`config.mk`:
```
export PLATFORM = sky130hd
export DESIGN_NAME = mem_arb_flat
export DESIGN_NICKNAME = d
export VERILOG_FILES = /design/src/rtl/mem_arb_if.sv /design/src/rtl/mem_arb.sv /design/src/flat_wrapper.sv
export SDC_FILE = /design/constraint.sdc
export NUM_CORES = 1
export LEC_CHECK = 0
export ABC_CLOCK_PERIOD_IN_PS = 2100
export CAP_MARGIN = 20
export CORE_ASPECT_RATIO = 0.8
export CORE_MARGIN = 2
export CORE_UTILIZATION = 40
export CTS_CLUSTER_DIAMETER = 50
export DETAILED_ROUTE_END_ITERATION = 16
export PLACE_DENSITY_LB_ADDON = 0.2
export SYNTH_ARGS = -nofsm -noshare
export SYNTH_HDL_FRONTEND = slang
export SYNTH_SLANG_ARGS = --single-unit
export TNS_END_PERCENT = 20
```
`constraint.sdc`:
```
create_clock -name iw_clk -period 2.1 [get_ports iw_clk]
set_input_delay 0.525 -clock iw_clk [delete_from_list [all_inputs] [get_ports iw_clk]]
set_output_delay 0.525 -clock iw_clk [all_outputs]
set_load 0.05 [all_outputs]
```
`src/rtl/mem_arb_if.sv`:
```
// Bundle between mem_arb and its two requesters (IF fetch, MA data) plus the external memory.
// slave = arbiter view; master = requester/memory-model view.
interface mem_arb_if #(
   parameter int unsigned ADDR_W = 24,
   parameter int unsigned DATA_W = 24
) ();
   logic              iw_if_req;
   logic [ADDR_W-1:0] iw_if_addr;
   logic              or_if_gnt;
   logic              or_if_done;
   logic [DATA_W-1:0] or_if_rdata;
   logic              or_if_err;

   logic              iw_ma_req;
   logic              iw_ma_we;
   logic [ADDR_W-1:0] iw_ma_addr;
   logic [DATA_W-1:0] iw_ma_wdata;
   logic              or_ma_gnt;
   logic              or_ma_done;
   logic [DATA_W-1:0] or_ma_rdata;
   logic              or_ma_err;

   logic              or_mem_req;
   logic              or_mem_we;
   logic [ADDR_W-1:0] or_mem_addr;
   logic [DATA_W-1:0] or_mem_wdata;
   logic              iw_mem_ack;
   logic              iw_mem_rvalid;
   logic [DATA_W-1:0] iw_mem_rdata;

   modport slave (
      input  iw_if_req, iw_if_addr, iw_ma_req, iw_ma_we, iw_ma_addr, iw_ma_wdata,
             iw_mem_ack, iw_mem_rvalid, iw_mem_rdata,
      output or_if_gnt, or_if_done, or_if_rdata, or_if_err,
             or_ma_gnt, or_ma_done, or_ma_rdata, or_ma_err,
             or_mem_req, or_mem_we, or_mem_addr, or_mem_wdata
   );

   modport master (
      output iw_if_req, iw_if_addr, iw_ma_req, iw_ma_we, iw_ma_addr, iw_ma_wdata,
             iw_mem_ack, iw_mem_rvalid, iw_mem_rdata,
      input  or_if_gnt, or_if_done, or_if_rdata, or_if_err,
             or_ma_gnt, or_ma_done, or_ma_rdata, or_ma_err,
             or_mem_req, or_mem_we, or_mem_addr, or_mem_wdata
   );
endinterface

```
`src/rtl/mem_arb.sv`:
```
// mem_arb: one memory port shared by IF fetch and MA access, MA priority with an IF starvation
// guard, one transaction in flight. Define MEMARB_TIMEOUT_EN to compile in the watchdog abort.
module mem_arb #(
   parameter int unsigned ADDR_W     = 24,
   parameter int unsigned DATA_W     = 24,
   parameter int unsigned STARVE_MAX = 3,
   parameter int unsigned TIMEOUT    = 64
) (
   input logic      iw_clk,
   input logic      iw_rst_n,
   mem_arb_if.slave bus
);
   localparam logic [1:0] ST_IDLE   = 2'd0;
   localparam logic [1:0] ST_ISSUE  = 2'd1;
   localparam logic [1:0] ST_RDWAIT = 2'd2;
   localparam int unsigned SW = $clog2(STARVE_MAX + 1);

   if (STARVE_MAX < 1 || TIMEOUT < 1) begin : g_bad_param
      $error("mem_arb: STARVE_MAX and TIMEOUT must both be >= 1");
   end

   logic [1:0]        state_q, state_d;
   logic              owner_q, owner_d;  // 1 = MA owns the transaction
   logic              we_q, we_d;
   logic [ADDR_W-1:0] addr_q, addr_d;
   logic [DATA_W-1:0] wdata_q, wdata_d;
   logic [SW-1:0]     starve_q, starve_d;
   logic              if_gnt_q, if_gnt_d, ma_gnt_q, ma_gnt_d;
   logic              if_done_q, if_done_d, ma_done_q, ma_done_d;
   logic [DATA_W-1:0] if_rdata_q, if_rdata_d, ma_rdata_q, ma_rdata_d;
   logic              fin, if_wins;
   logic [DATA_W-1:0] fin_rdata;
`ifdef MEMARB_TIMEOUT_EN
   localparam int unsigned CW = $clog2(TIMEOUT + 1);
   logic [CW-1:0]     cnt_q, cnt_d;
   logic              if_err_q, if_err_d, ma_err_q, ma_err_d;
   logic              fin_err;
`endif

   always_comb begin
      state_d    = state_q;
      owner_d    = owner_q;
      we_d       = we_q;
      addr_d     = addr_q;
      wdata_d    = wdata_q;
      starve_d   = starve_q;
      if_gnt_d   = 1'b0;
      ma_gnt_d   = 1'b0;
      if_done_d  = 1'b0;
      ma_done_d  = 1'b0;
      if_rdata_d = if_rdata_q;
      ma_rdata_d = ma_rdata_q;
      fin        = 1'b0;
      fin_rdata  = '0;
      if_wins    = 1'b0;
`ifdef MEMARB_TIMEOUT_EN
      cnt_d      = cnt_q + 1'b1;
      if_err_d   = 1'b0;
      ma_err_d   = 1'b0;
      fin_err    = 1'b0;
`endif
      unique case (state_q)
         ST_IDLE: begin
`ifdef MEMARB_TIMEOUT_EN
            cnt_d = '0;
`endif
            if (bus.iw_if_req || bus.iw_ma_req) begin
               // IF overrides MA only after STARVE_MAX consecutive contended losses
               if_wins = bus.iw_if_req && (!bus.iw_ma_req || starve_q == SW'(STARVE_MAX));
               owner_d = !if_wins;
               state_d = ST_ISSUE;
               if (if_wins) begin
                  we_d     = 1'b0;
                  addr_d   = bus.iw_if_addr;
                  wdata_d  = '0;
                  starve_d = '0;
                  if_gnt_d = 1'b1;
               end else begin
                  we_d     = bus.iw_ma_we;
                  addr_d   = bus.iw_ma_addr;
                  wdata_d  = bus.iw_ma_wdata;
                  ma_gnt_d = 1'b1;
                  if (bus.iw_if_req && starve_q != SW'(STARVE_MAX)) begin
                     starve_d = starve_q + 1'b1;
                  end
               end
            end
         end
         ST_ISSUE: begin
            if (bus.iw_mem_ack) begin
               if (we_q) begin
                  fin     = 1'b1;
                  state_d = ST_IDLE;
               end else begin
                  state_d = ST_RDWAIT;
               end
            end
`ifdef MEMARB_TIMEOUT_EN
            else if (cnt_q == CW'(TIMEOUT - 1)) begin
               fin     = 1'b1;
               fin_err = 1'b1;
               state_d = ST_IDLE;
            end
`endif
         end
         ST_RDWAIT: begin
            if (bus.iw_mem_rvalid) begin
               fin       = 1'b1;
               fin_rdata = bus.iw_mem_rdata;
               state_d   = ST_IDLE;
            end
`ifdef MEMARB_TIMEOUT_EN
            else if (cnt_q == CW'(TIMEOUT - 1)) begin
               fin     = 1'b1;
               fin_err = 1'b1;
               state_d = ST_IDLE;
            end
`endif
         end
         default: state_d = ST_IDLE;
      endcase

      if (fin) begin
         if (owner_q) begin
            ma_done_d  = 1'b1;
            ma_rdata_d = fin_rdata;
`ifdef MEMARB_TIMEOUT_EN
            ma_err_d   = fin_err;
`endif
         end else begin
            if_done_d  = 1'b1;
            if_rdata_d = fin_rdata;
`ifdef MEMARB_TIMEOUT_EN
            if_err_d   = fin_err;
`endif
         end
      end
   end

   always_ff @(posedge iw_clk or negedge iw_rst_n) begin
      if (!iw_rst_n) begin
         state_q    <= ST_IDLE;
         owner_q    <= 1'b0;
         we_q       <= 1'b0;
         addr_q     <= '0;
         wdata_q    <= '0;
         starve_q   <= '0;
         if_gnt_q   <= 1'b0;
         ma_gnt_q   <= 1'b0;
         if_done_q  <= 1'b0;
         ma_done_q  <= 1'b0;
         if_rdata_q <= '0;
         ma_rdata_q <= '0;
`ifdef MEMARB_TIMEOUT_EN
         cnt_q      <= '0;
         if_err_q   <= 1'b0;
         ma_err_q   <= 1'b0;
`endif
      end else begin
         state_q    <= state_d;
         owner_q    <= owner_d;
         we_q       <= we_d;
         addr_q     <= addr_d;
         wdata_q    <= wdata_d;
         starve_q   <= starve_d;
         if_gnt_q   <= if_gnt_d;
         ma_gnt_q   <= ma_gnt_d;
         if_done_q  <= if_done_d;
         ma_done_q  <= ma_done_d;
         if_rdata_q <= if_rdata_d;
         ma_rdata_q <= ma_rdata_d;
`ifdef MEMARB_TIMEOUT_EN
         cnt_q      <= cnt_d;
         if_err_q   <= if_err_d;
         ma_err_q   <= ma_err_d;
`endif
      end
   end

   assign bus.or_mem_req   = (state_q == ST_ISSUE);
   assign bus.or_mem_we    = we_q;
   assign bus.or_mem_addr  = addr_q;
   assign bus.or_mem_wdata = wdata_q;
   assign bus.or_if_gnt    = if_gnt_q;
   assign bus.or_ma_gnt    = ma_gnt_q;
   assign bus.or_if_done   = if_done_q;
   assign bus.or_ma_done   = ma_done_q;
   assign bus.or_if_rdata  = if_rdata_q;
   assign bus.or_ma_rdata  = ma_rdata_q;
`ifdef MEMARB_TIMEOUT_EN
   assign bus.or_if_err    = if_err_q;
   assign bus.or_ma_err    = ma_err_q;
`else
   assign bus.or_if_err    = 1'b0;
   assign bus.or_ma_err    = 1'b0;
`endif
endmodule
```
`src/flat_wrapper.sv`:
```
// flat-port wrapper written by rule: the top's interface ports become plain ports
module mem_arb_flat 
#(
   parameter int unsigned ADDR_W     = 24,
   parameter int unsigned DATA_W     = 24,
   parameter int unsigned STARVE_MAX = 3,
   parameter int unsigned TIMEOUT    = 64
)
  (iw_clk, iw_rst_n, bus_iw_if_req, bus_iw_if_addr, bus_iw_ma_req, bus_iw_ma_we, bus_iw_ma_addr, bus_iw_ma_wdata, bus_iw_mem_ack, bus_iw_mem_rvalid, bus_iw_mem_rdata, bus_or_if_gnt, bus_or_if_done, bus_or_if_rdata, bus_or_if_err, bus_or_ma_gnt, bus_or_ma_done, bus_or_ma_rdata, bus_or_ma_err, bus_or_mem_req, bus_or_mem_we, bus_or_mem_addr, bus_or_mem_wdata);
  mem_arb_if #(.ADDR_W(ADDR_W), .DATA_W(DATA_W)) bus_i ();
  input logic iw_clk;
  input logic iw_rst_n;
  input wire logic [$bits(bus_i.iw_if_req)-1:0] bus_iw_if_req;
  input wire logic [$bits(bus_i.iw_if_addr)-1:0] bus_iw_if_addr;
  input wire logic [$bits(bus_i.iw_ma_req)-1:0] bus_iw_ma_req;
  input wire logic [$bits(bus_i.iw_ma_we)-1:0] bus_iw_ma_we;
  input wire logic [$bits(bus_i.iw_ma_addr)-1:0] bus_iw_ma_addr;
  input wire logic [$bits(bus_i.iw_ma_wdata)-1:0] bus_iw_ma_wdata;
  input wire logic [$bits(bus_i.iw_mem_ack)-1:0] bus_iw_mem_ack;
  input wire logic [$bits(bus_i.iw_mem_rvalid)-1:0] bus_iw_mem_rvalid;
  input wire logic [$bits(bus_i.iw_mem_rdata)-1:0] bus_iw_mem_rdata;
  output wire logic [$bits(bus_i.or_if_gnt)-1:0] bus_or_if_gnt;
  output wire logic [$bits(bus_i.or_if_done)-1:0] bus_or_if_done;
  output wire logic [$bits(bus_i.or_if_rdata)-1:0] bus_or_if_rdata;
  output wire logic [$bits(bus_i.or_if_err)-1:0] bus_or_if_err;
  output wire logic [$bits(bus_i.or_ma_gnt)-1:0] bus_or_ma_gnt;
  output wire logic [$bits(bus_i.or_ma_done)-1:0] bus_or_ma_done;
  output wire logic [$bits(bus_i.or_ma_rdata)-1:0] bus_or_ma_rdata;
  output wire logic [$bits(bus_i.or_ma_err)-1:0] bus_or_ma_err;
  output wire logic [$bits(bus_i.or_mem_req)-1:0] bus_or_mem_req;
  output wire logic [$bits(bus_i.or_mem_we)-1:0] bus_or_mem_we;
  output wire logic [$bits(bus_i.or_mem_addr)-1:0] bus_or_mem_addr;
  output wire logic [$bits(bus_i.or_mem_wdata)-1:0] bus_or_mem_wdata;
  assign bus_i.iw_if_req = bus_iw_if_req;
  assign bus_i.iw_if_addr = bus_iw_if_addr;
  assign bus_i.iw_ma_req = bus_iw_ma_req;
  assign bus_i.iw_ma_we = bus_iw_ma_we;
  assign bus_i.iw_ma_addr = bus_iw_ma_addr;
  assign bus_i.iw_ma_wdata = bus_iw_ma_wdata;
  assign bus_i.iw_mem_ack = bus_iw_mem_ack;
  assign bus_i.iw_mem_rvalid = bus_iw_mem_rvalid;
  assign bus_i.iw_mem_rdata = bus_iw_mem_rdata;
  assign bus_or_if_gnt = bus_i.or_if_gnt;
  assign bus_or_if_done = bus_i.or_if_done;
  assign bus_or_if_rdata = bus_i.or_if_rdata;
  assign bus_or_if_err = bus_i.or_if_err;
  assign bus_or_ma_gnt = bus_i.or_ma_gnt;
  assign bus_or_ma_done = bus_i.or_ma_done;
  assign bus_or_ma_rdata = bus_i.or_ma_rdata;
  assign bus_or_ma_err = bus_i.or_ma_err;
  assign bus_or_mem_req = bus_i.or_mem_req;
  assign bus_or_mem_we = bus_i.or_mem_we;
  assign bus_or_mem_addr = bus_i.or_mem_addr;
  assign bus_or_mem_wdata = bus_i.or_mem_wdata;
  mem_arb #(.ADDR_W(ADDR_W), .DATA_W(DATA_W), .STARVE_MAX(STARVE_MAX), .TIMEOUT(TIMEOUT)) u_core (.iw_clk(iw_clk), .iw_rst_n(iw_rst_n), .bus(bus_i));
endmodule
```
After elaboration in Yosys (flattened, before gate mapping)
Cells that the tools add are included.
{"block": "classes", "addsub": 1, "eq_ne": 7, "n_mux": 26, "bitwise_logic": 1, "reduce_logical": 13}
{"cell": "2-to-1 mux 24 bit", "n": 4}
{"cell": "2-to-1 mux 1 bit", "n": 14}
{"cell": "2-to-1 mux 2 bit", "n": 6}
{"cell": "inequality test 2 bit, second input constant", "n": 3}
{"cell": "case mux 2 bit (3 select lines)", "n": 1}
{"cell": "AND reduction 2 bit", "n": 3}
{"cell": "AND reduction 3 bit", "n": 2}
{"cell": "== test 2 bit, second input constant", "n": 2}
{"cell": "adder 2 x 1 -> 2 bit, second input constant", "n": 1}
{"cell": "== test 2 x 1 -> 1 bit, second input constant", "n": 1}
{"cell": "logical AND 1 bit", "n": 2}
{"cell": "logical NOT 1 bit", "n": 2}
{"cell": "logical NOT 2 bit", "n": 1}
{"cell": "logical OR 1 bit", "n": 2}
{"cell": "inequality test 2 x 1 -> 1 bit, second input constant", "n": 1}
{"cell": "case mux 1 bit (2 select lines)", "n": 1}
{"cell": "nonzero test 2 bit", "n": 1}
{"cell": "inverter 1 bit", "n": 1}
{"block": "word_totals", "register_bits": 106, "inputBits": 103, "word_cells": 60}

Depth between registers and ports, before layout
Gate-level depths: netlist (run 1).
{"block": "depth", "depth_word": 6, "ltp_mapped": 6}

Worst setup path before layout (run 1)
Ideal clock, no wire load.
{"block": "synth_path", "path_type": "register to register", "startpoint": "register u_core.state_q[1]", "endpoint": "register u_core.if_rdata_q[10] (netlist: u_core.bus.or_if_rdata[10])", "arrival_ns": 1.763, "t_required_ns": 1.979, "setup_slack_ns": 0.216, "stages_incl_launch_ff": 7, "path_buffers": 1, "path_cell_list": "dfrtp_1 -> inv_1 -> ha_1 -> a32o_1 -> nand3_2 -> buf_2 -> a22o_1"}
{"block": "synth_between", "elab_chain_len": 3, "word_cells_on_any_way": 5, "classes_between": "eq/ne (2); mux (2); reduce/logical (1)"}
{"element": "from (decl)", "line": "mem_arb.sv:22", "source": "logic [1:0] state_q, state_d;"}
{"element": "from (signal assigned)", "line": "mem_arb.sv:160", "source": "state_q <= state_d;"}
{"element": "== test 2 x 1 -> 1 bit"}
{"element": "net bus_or_mem_req", "line": "flat_wrapper.sv:30", "source": "output wire logic [$bits(bus_i.or_mem_req)-1:0] bus_or_mem_req;"}
{"element": "case mux 1 bit (2 select lines)", "line": "mem_arb.sv:62", "source": "unique case (state_q)"}
{"element": "AND reduction 2 bit (no line)"}
{"element": "to (signal assigned)", "line": "mem_arb.sv:170", "source": "if_rdata_q <= if_rdata_d;"}
{"element": "to (decl)", "line": "mem_arb.sv:30", "source": "logic [DATA_W-1:0] if_rdata_q, if_rdata_d, ma_rdata_q, ma_rdata_d;"}
The timed path passes the listed nets, and every way through them passes these cells.
A chain may end at the register's enable or synchronous reset.

Worst setup path in the final report (run 1)
{"block": "layout_path", "startpoint": "register u_core.if_rdata_q[1] (netlist: u_core.bus.or_if_rdata[1])", "endpoint": "output bus_or_if_rdata[1]"}
{"element": "to (decl)", "line": "flat_wrapper.sv:24", "source": "output wire logic [$bits(bus_i.or_if_rdata)-1:0] bus_or_if_rdata;"}
No word-level cell between the ends.

==> results by group, run 1 <==
Worst setup path
  – Crit end category: output port
  – Critical path's slowest cell: clkdlybuf4s50_1
  – Crit Path Max Fanout: 2
  – Critical path required time: between 1.5 and 2 ns
  – Critical path class: reg2out
  – Worst setup SP type: register
  – Critical Path AT: around 1.5 ns
  – Cell family with most CP delay: buffers and inverters
  – Crit path largest cell delay: roughly 0.83 ns
  – Critical path cell sequence: clkdlybuf4s50_1
  – Buffers and inverters on the worst path: 1

Cells and area
  – Area Growth Syn to Fin: 61.0%
  – Register Area: 2650 µm²
  – Multi-input gate area: roughly 1400 µm²
  – Fill cells: slightly above 800
  – N_diodes: 0
  – Fin util: around 66%
  – Most frequent cells in the layout: clkdlybuf4s50_1 (197), dfrtp_1 (106), a22o_1 (65)
  – Finished Cell Area: a little under 7000 µm²
  – Layout cells sized above 1: under 10%
  – Most common cell after layout, fill and taps aside: clkdlybuf4s50_1
  – Nets: between 600 and 700

Floorplan
  – Core Box Area: approximately 10,000 µm²
  – I/O pins: ~210
  – Die width: between 100 and 150 µm
  – Chip Height: 95.8 µm
  – Die ar.: about 11,000 µm²
  – # rows: 33
  – Starting density of the core: 41.2%

Timing
  – Fin. Hold Viols: 0
  – Setup ws final: approximately 0.053 ns
  – Max-slew violation count: 0
  – Number of setup violations in the final report: 0
  – RSZ-0062 raised after global routing: false
  – Fin crit share: about 97%
  – Worst-Margin Slew: 0.724 ns
  – Post-layout minimum cycle time: slightly above 2 ns
  – Rel. slew slack: 51.7%
  – Fmax: between 400 and 500 MHz
  – Setup Skew: about 0.010 ns

Run
  – # Max-Cap Violations: 0

Power
  – IR drop worst, VDD: between 0.8 and 0.9 mV
  – Pwr per Cell Area: ~1700 nW/µm²
  – Lkg Pwr: ~3 nW
  – Power Total: about 0.012 W

CTS
  – CTS tree: built
  – CTS clk-pin slew, worst paths: 0.07 ns
  – CTS Buffer Depth: 2
  – Clock Sinks: between 100 and 150
  – Number of buffers created by CTS: 9
  – CTS root buffer: clkbuf_16
  – Setup bufs post-CTS: 0
  – Latest clock arrival within the worst-skew pair: between 0.3 and 0.4 ns
  – H-tree levels: 3

Synth
  – Avg Cell Area, Syn: 12.4 µm²
  – Synthesized area: about 4200 µm²
  – Yosys top cell by area: dfrtp_1
  – Warnings, synthesis: 0
  – Mapped Cells: around 340
  – FF+latch count, synth: roughly 110
  – Yosys top cell area share: 62.9%
  – Synth Flop Type: dfrtp_1
  – Async SR Flop Fraction: 100%
  – Seq/Total Area, Yosys: between 60 and 70%
  – Synth top area cells: dfrtp_1 (63%), a22o_1 (14%), a31oi_1 (3.6%)
  – Netlist cell types: 32
  – Post-synth EDFFs: 0

Place
  – DP Area: around 6500 µm²
  – Final GP Congestion: between 0.8 and 0.9
  – Final HPWL DP: 8.84 mm
  – IO Port Bufs: 204
  – Place WS: -0.0347 ns

Routing
  – Via-to-Cell Ratio: roughly 5.4
  – Residual DRC count: 0
  – Routed wire per std cell: ~18 µm
  – Drt total wl: 12.6 mm
  – ANT nets after route: 0
  – DRT iter0 DRCs: 340
  – Routed via count: 3,711
  – Pre-antenna DRT Iters: 7

Outcome
  – Status: complete, no violations

GRT
  – Largest net degree at the start of global routing: 42
  – Global-route wire length before repair: 20.2 mm
  – Total GRT Usage: around 23%
  – Initial antenna violation count: 0
  – Overflow after GRT: 0
  – Vias in the first global route: approximately 3,800

Hold path
  – Hold crit path type: in2async
-- kinds of logic after synthesis --
kind of cell / synth area share (%)
other: 0.0889
flip-flops: 62.9
AND/OR/NAND/NOR: 4.75
AO/OA/AOI/OAI: 26.2
adder cells (fa/ha/maj): 1.19
multiplexers: 0.534
buffers and inverters: 4.33
-- power by group --
part           internal [W]  total, W  switching [W]
clock network      0.000965   0.00171       0.000749
logic               0.00246   0.00676        0.00429
registers           0.00289   0.00338       0.000489
-- cell usage after synthesis, types with 3 or more instances --
cell type and count:
a21oi_1 25, a22o_1 65, a22o_2 9, a31oi_1 24, buf_2 13, buf_4 3
buf_6 3, clkbuf_1 9, dfrtp_1 106, ha_1 4, inv_1 6, nor2_1 26
o21ai_0 24
-- routing by layer --
metal / wire length (µm) / up-vias / GRT usage [%]
met5: 0 / - / 0
met4: 175 / 0 / 6.15
met3: 1020 / 13 / 5.98
met2: 5910 / 190 / 36.3
met1: 5540 / 1836 / 30.4
li1: - / 1672 / -
-- stage by stage --
step / hold WS (ns) / instances / setup TNS (ns)
after CTS: 0.141 / 686 / 0
after global placement: 0.486 / 670 / -0.0127
after floorplan: 0.229 / 342 / 0
after detailed placement: 0.491 / 670 / -0.211
final: 0.140 / 686 / 0
after global routing: 0.155 / 686 / 0
-- path summary, 6_finish.rpt --
kind	from	to	slack [ns]	depth (start not counted)
max	u_core.bus.or_if_rdata[1]$_DFFE_PN0P_	bus_or_if_rdata[1]	0.05	1
min	iw_rst_n	u_core.bus.or_ma_rdata[21]$_DFFE_PN0P_	0.14	1
max reg2reg	u_core.starve_q[0]$_DFFE_PN0P_	u_core.bus.or_mem_addr[14]$_DFFE_PN0P_	0.41	4
min reg2reg	u_core.bus.or_ma_rdata[21]$_DFFE_PN0P_	u_core.bus.or_ma_rdata[21]$_DFFE_PN0P_	0.51	1
max in group asynchronous	iw_rst_n	u_core.bus.or_ma_gnt$_DFF_PN0_	1.37	2
min in group iw_clk	u_core.bus.or_ma_rdata[21]$_DFFE_PN0P_	u_core.bus.or_ma_rdata[21]$_DFFE_PN0P_	0.51	1
-- cell type report --
type | count | area share, %
clock inverter | 5 | 0.922
clock buffer | 11 | 3.58
timing repair buffer | 217 | 33.0
tap | 140 | 2.58
sequential | 106 | 39.1
inverter | 6 | 0.332
multi-input combinational | 201 | 20.5
-- worst reg2reg max path: stages, from the launching register on --
cell     delay, ns
dfrtp_1       0.39
ha_1          0.22
and2b_1       0.67
o21ai_0       0.17
a21oi_1       0.18
-- state kept, by name (all words and copies together) (netlist names) --
name,cells
u_core.bus.or_if_done,1
u_core.bus.or_if_gnt,1
u_core.bus.or_if_rdata,24
u_core.bus.or_ma_done,1
u_core.bus.or_ma_gnt,1
u_core.bus.or_ma_rdata,24
u_core.bus.or_mem_addr,24
u_core.bus.or_mem_wdata,24
u_core.bus.or_mem_we,1
u_core.owner_q,1
u_core.starve_q,2
u_core.state_q,2
-- repair_timing --
item                       in CTS  in global routing
hold buffers                    0                  0
setup endpoints to repair       0                  1
gates resized for setup         0                  1
Note: power is estimated with default switching activity, not from simulation.
==> inputs of run 2 (changes only) <==
--- a/config.mk
+++ b/config.mk
@@ -13,6 +13,7 @@
 export CTS_CLUSTER_DIAMETER = 50
 export DETAILED_ROUTE_END_ITERATION = 16
 export PLACE_DENSITY_LB_ADDON = 0.2
+export SLEW_MARGIN = 20
 export SYNTH_ARGS = -nofsm -noshare
 export SYNTH_HDL_FRONTEND = slang
 export SYNTH_SLANG_ARGS = --single-unit
==> constraint.sdc (replaced) <==
create_clock -name iw_clk -period 2.1 [get_ports iw_clk]
set_input_delay 0.525 -clock iw_clk [delete_from_list [all_inputs] [get_ports iw_clk]]
set_output_delay 0.525 -clock iw_clk [all_outputs]
set_load 0.005 [all_outputs]
==> results by group, run 2 (synthesized netlist as in run 1, its figures left out) <==
Timing
  – Setup Skew: 0.00865 ns (-0.00175 ns)
  – Max-slew violation count: 0 (unchanged)
  – Fin crit share: 88.8% (-8.7 points)
  – Post-layout minimum cycle time: 1.87 ns (-0.182 ns)
  – Setup TNS: 0 ns (unchanged)
  – Hold slack: 0.252 ns (+0.112 ns)
  – Worst-Margin Slew: 0.716 ns (-0.00867 ns)
  – Fmax: 536 MHz (+9.8%)
  – RSZ-0062 raised after global routing: false
  – Rel. slew slack: 52.3% (+0.58 points)
  – Number of setup violations in the final report: 0 (unchanged)
  – Fin. Hold Viols: 0 (unchanged)

GRT
  – Total GRT Usage: 22.1% (-0.38 points)
  – Global-route wire length before repair: 19.8 mm (-1.6%)
  – Vias in the first global route: 3,735 (-0.56%)
  – Initial antenna violation count: 0 (unchanged)
  – Largest net degree at the start of global routing: 107 (+150%)
  – Overflow after GRT: 0 (unchanged)

CTS
  – CTS clk-pin slew, worst paths: 0.07 ns (about the same)
  – Latest clock arrival within the worst-skew pair: 0.34 ns (about the same)
  – H-tree levels: 3 (unchanged)
  – Clock Sinks: 106 (unchanged)
  – CTS Buffer Depth: 2 (unchanged)
  – CTS tree: built
  – CTS root buffer: clkbuf_16
  – Number of buffers created by CTS: 9 (unchanged)

Cells and area
  – Final Non-Filler Cells: 684 (-0.29%)
  – Multi-input gate area: 1400 µm² (+0.18%)
  – N_diodes: 0 (unchanged)
  – Most common cell after layout, fill and taps aside: clkdlybuf4s50_1
  – Layout cells sized above 1: 8.46% (-1.1 points)
  – Most frequent cells in the layout: clkdlybuf4s50_1 (202), dfrtp_1 (106), a22o_1 (65)
  – Fill cells: 835 (+2.1%)
  – Nets: 646 (-0.31%)
  – Area Growth Syn to Fin: 59.3%
  – Register Area: 2650 µm² (unchanged)
  – Finished Cell Area: 6720 µm² (-1.1%)

Routing
  – Routed via count: 3,618 (-2.5%)
  – Pre-antenna DRT Iters: 5 (-2)
  – Drt total wl: 12.4 mm (-1.8%)
  – DRT iter0 DRCs: 352 (+3.5%)
  – ANT nets after route: 0 (unchanged)
  – Residual DRC count: 0 (unchanged)
  – Routed wire per std cell: 18.2 µm (-1.5%)
  – Via-to-Cell Ratio: 5.29 (-2.2%)

Worst setup path
  – Cell family with most CP delay: simple AND/OR/NAND/NOR gates
  – Stages on worst setup path: 4 (+3)
  – Critical path cell sequence: clkdlybuf4s50_1 -> and2b_1 -> o21ai_0 -> a21oi_1
  – Crit Path Max Fanout: 25 (+23)
  – Critical path's slowest cell: and2b_1
  – Critical Path AT: 2.12 ns (+0.60 ns)
  – Critical path class: in2reg
  – Buffers and inverters on the worst path: 1 (unchanged)
  – Crit end category: register
  – Reg2Reg Launch Point: u_core.state_q[1]$_DFFE_PN0P_
  – Reg2Reg Setup Slack: 0.36 ns (-0.05 ns)
  – Register-to-Register Path Depth: 5 (+1)
  – FF-to-FF End: u_core.bus.or_mem_wdata[11]$_DFFE_PN0P_
  – Worst setup SP type: primary input
  – Crit path largest cell delay: 0.63 ns (-0.20 ns)
  – Critical path required time: 2.36 ns (+0.79 ns)

Power
  – Lkg Pwr: 2.88 nW (-1.9%)
  – Logic pwr share: 43.9% (-13 points)
  – IR drop worst, VDD: 0.638 mV (-25%)
  – Pwr per Cell Area: 1310 nW/µm² (-25%)
  – Switching power share of the total: 30.6% (-16 points)
  – Clock power share: 17.9% (+3.4 points)
  – Sequential power share: 38.2% (+9.7 points)
  – Net switching power: 0.00270 W (-51%)
  – Internal power: 0.00611 W (-3.2%)
  – Power Total: 0.00881 W (-26%)

Floorplan
  – Die ar.: 11,400 µm² (unchanged)
  – Starting density of the core: 41.2% (unchanged)
  – I/O pins: 207 (unchanged)
  – Core Box Area: 10,200 µm² (unchanged)
  – Chip Height: 95.8 µm (unchanged)
  – # rows: 33 (unchanged)
  – Die width: 119 µm (unchanged)

Place
  – IO Port Bufs: 204 (unchanged)
  – DP Area: 6440 µm² (-0.62%)
  – DP Cell Count: 668 (-0.30%)
  – Final GP Congestion: 0.841 (-0.30%)
  – Final HPWL DP: 8.61 mm (-2.6%)

Outcome
  – Status: complete, no violations

Run
  – # Max-Cap Violations: 0 (unchanged)

Hold path
  – Hold crit path type: in2async
run 2: cell count changes in the layout (fill, tap and decap cells not counted), sizes merged:
| cell | delta |
|---|---|
| bufinv | -1 |
| dlymetal6s2s | -1 |
| clkbuf | -1 |
| inv | +2 |
| clkdlybuf4s50 | +5 |
| dlygate4sd2 | +1 |
| buf | -7 |
run 2: worst max path at each step:
stage | end | slack, ns | from
global placement | u_core.bus.or_mem_wdata[10]$_DFFE_PN0P_ | -0.04 | bus_iw_ma_req
CTS | u_core.bus.or_mem_wdata[11]$_DFFE_PN0P_ | 0.25 | bus_iw_ma_req
global route | u_core.bus.or_mem_addr[2]$_DFFE_PN0P_ | 0.06 | bus_iw_ma_req
detailed placement | u_core.bus.or_mem_wdata[11]$_DFFE_PN0P_ | -0.1 | bus_iw_ma_req
floorplan | u_core.bus.or_if_rdata[10]$_DFFE_PN0P_ | 0.59 | u_core.state_q[1]$_DFFE_PN0P_
finish | u_core.bus.or_mem_addr[23]$_DFFE_PN0P_ | 0.23 | bus_iw_ma_req
run 2: area by class of cell:
cell class	count	area share, %
clock inverters	6	0.689
multi-input cells	201	20.8
repair buffers	215	32.7
well taps	140	2.61
clock buffers	10	3.41
inverters	6	0.335
flip-flops and latches	106	39.5
run 2: per-layer routing:
metal	GRT usage [%]	routed length, µm
met1	30.1	5450
met2	35.6	5830
met3	6.04	983
met4	5.46	156
met5	0	0
run 2: power groups by stage:
stage | sequential, W | combinational (W) | clock (W)
final | 0.00337 | 0.00386 | 0.00158
after CTS | 0.00337 | 0.00391 | 0.00162
after floorplan | 0.00342 | 0.00154 | 0
after global routing | 0.00348 | 0.00420 | 0.00169
after detailed placement | 0.00339 | 0.00390 | 0
after global placement | 0.00338 | 0.00380 | 0
run 2: what timing repair did:
item / in CTS / in global routing
hold buffers: 0 / 0
setup buffers: 0 / 0
endpoints found under the setup margin: 1 / 0
resized for setup: 2 / 0
run 2: stage by stage:
step                      util, %  setup slack [ns]
after floorplan                 -             0.586
after global placement       62.9           -0.0373
after detailed placement     62.9           -0.0985
after CTS                    65.6             0.252
after global routing         65.6            0.0628
final                        65.6             0.235
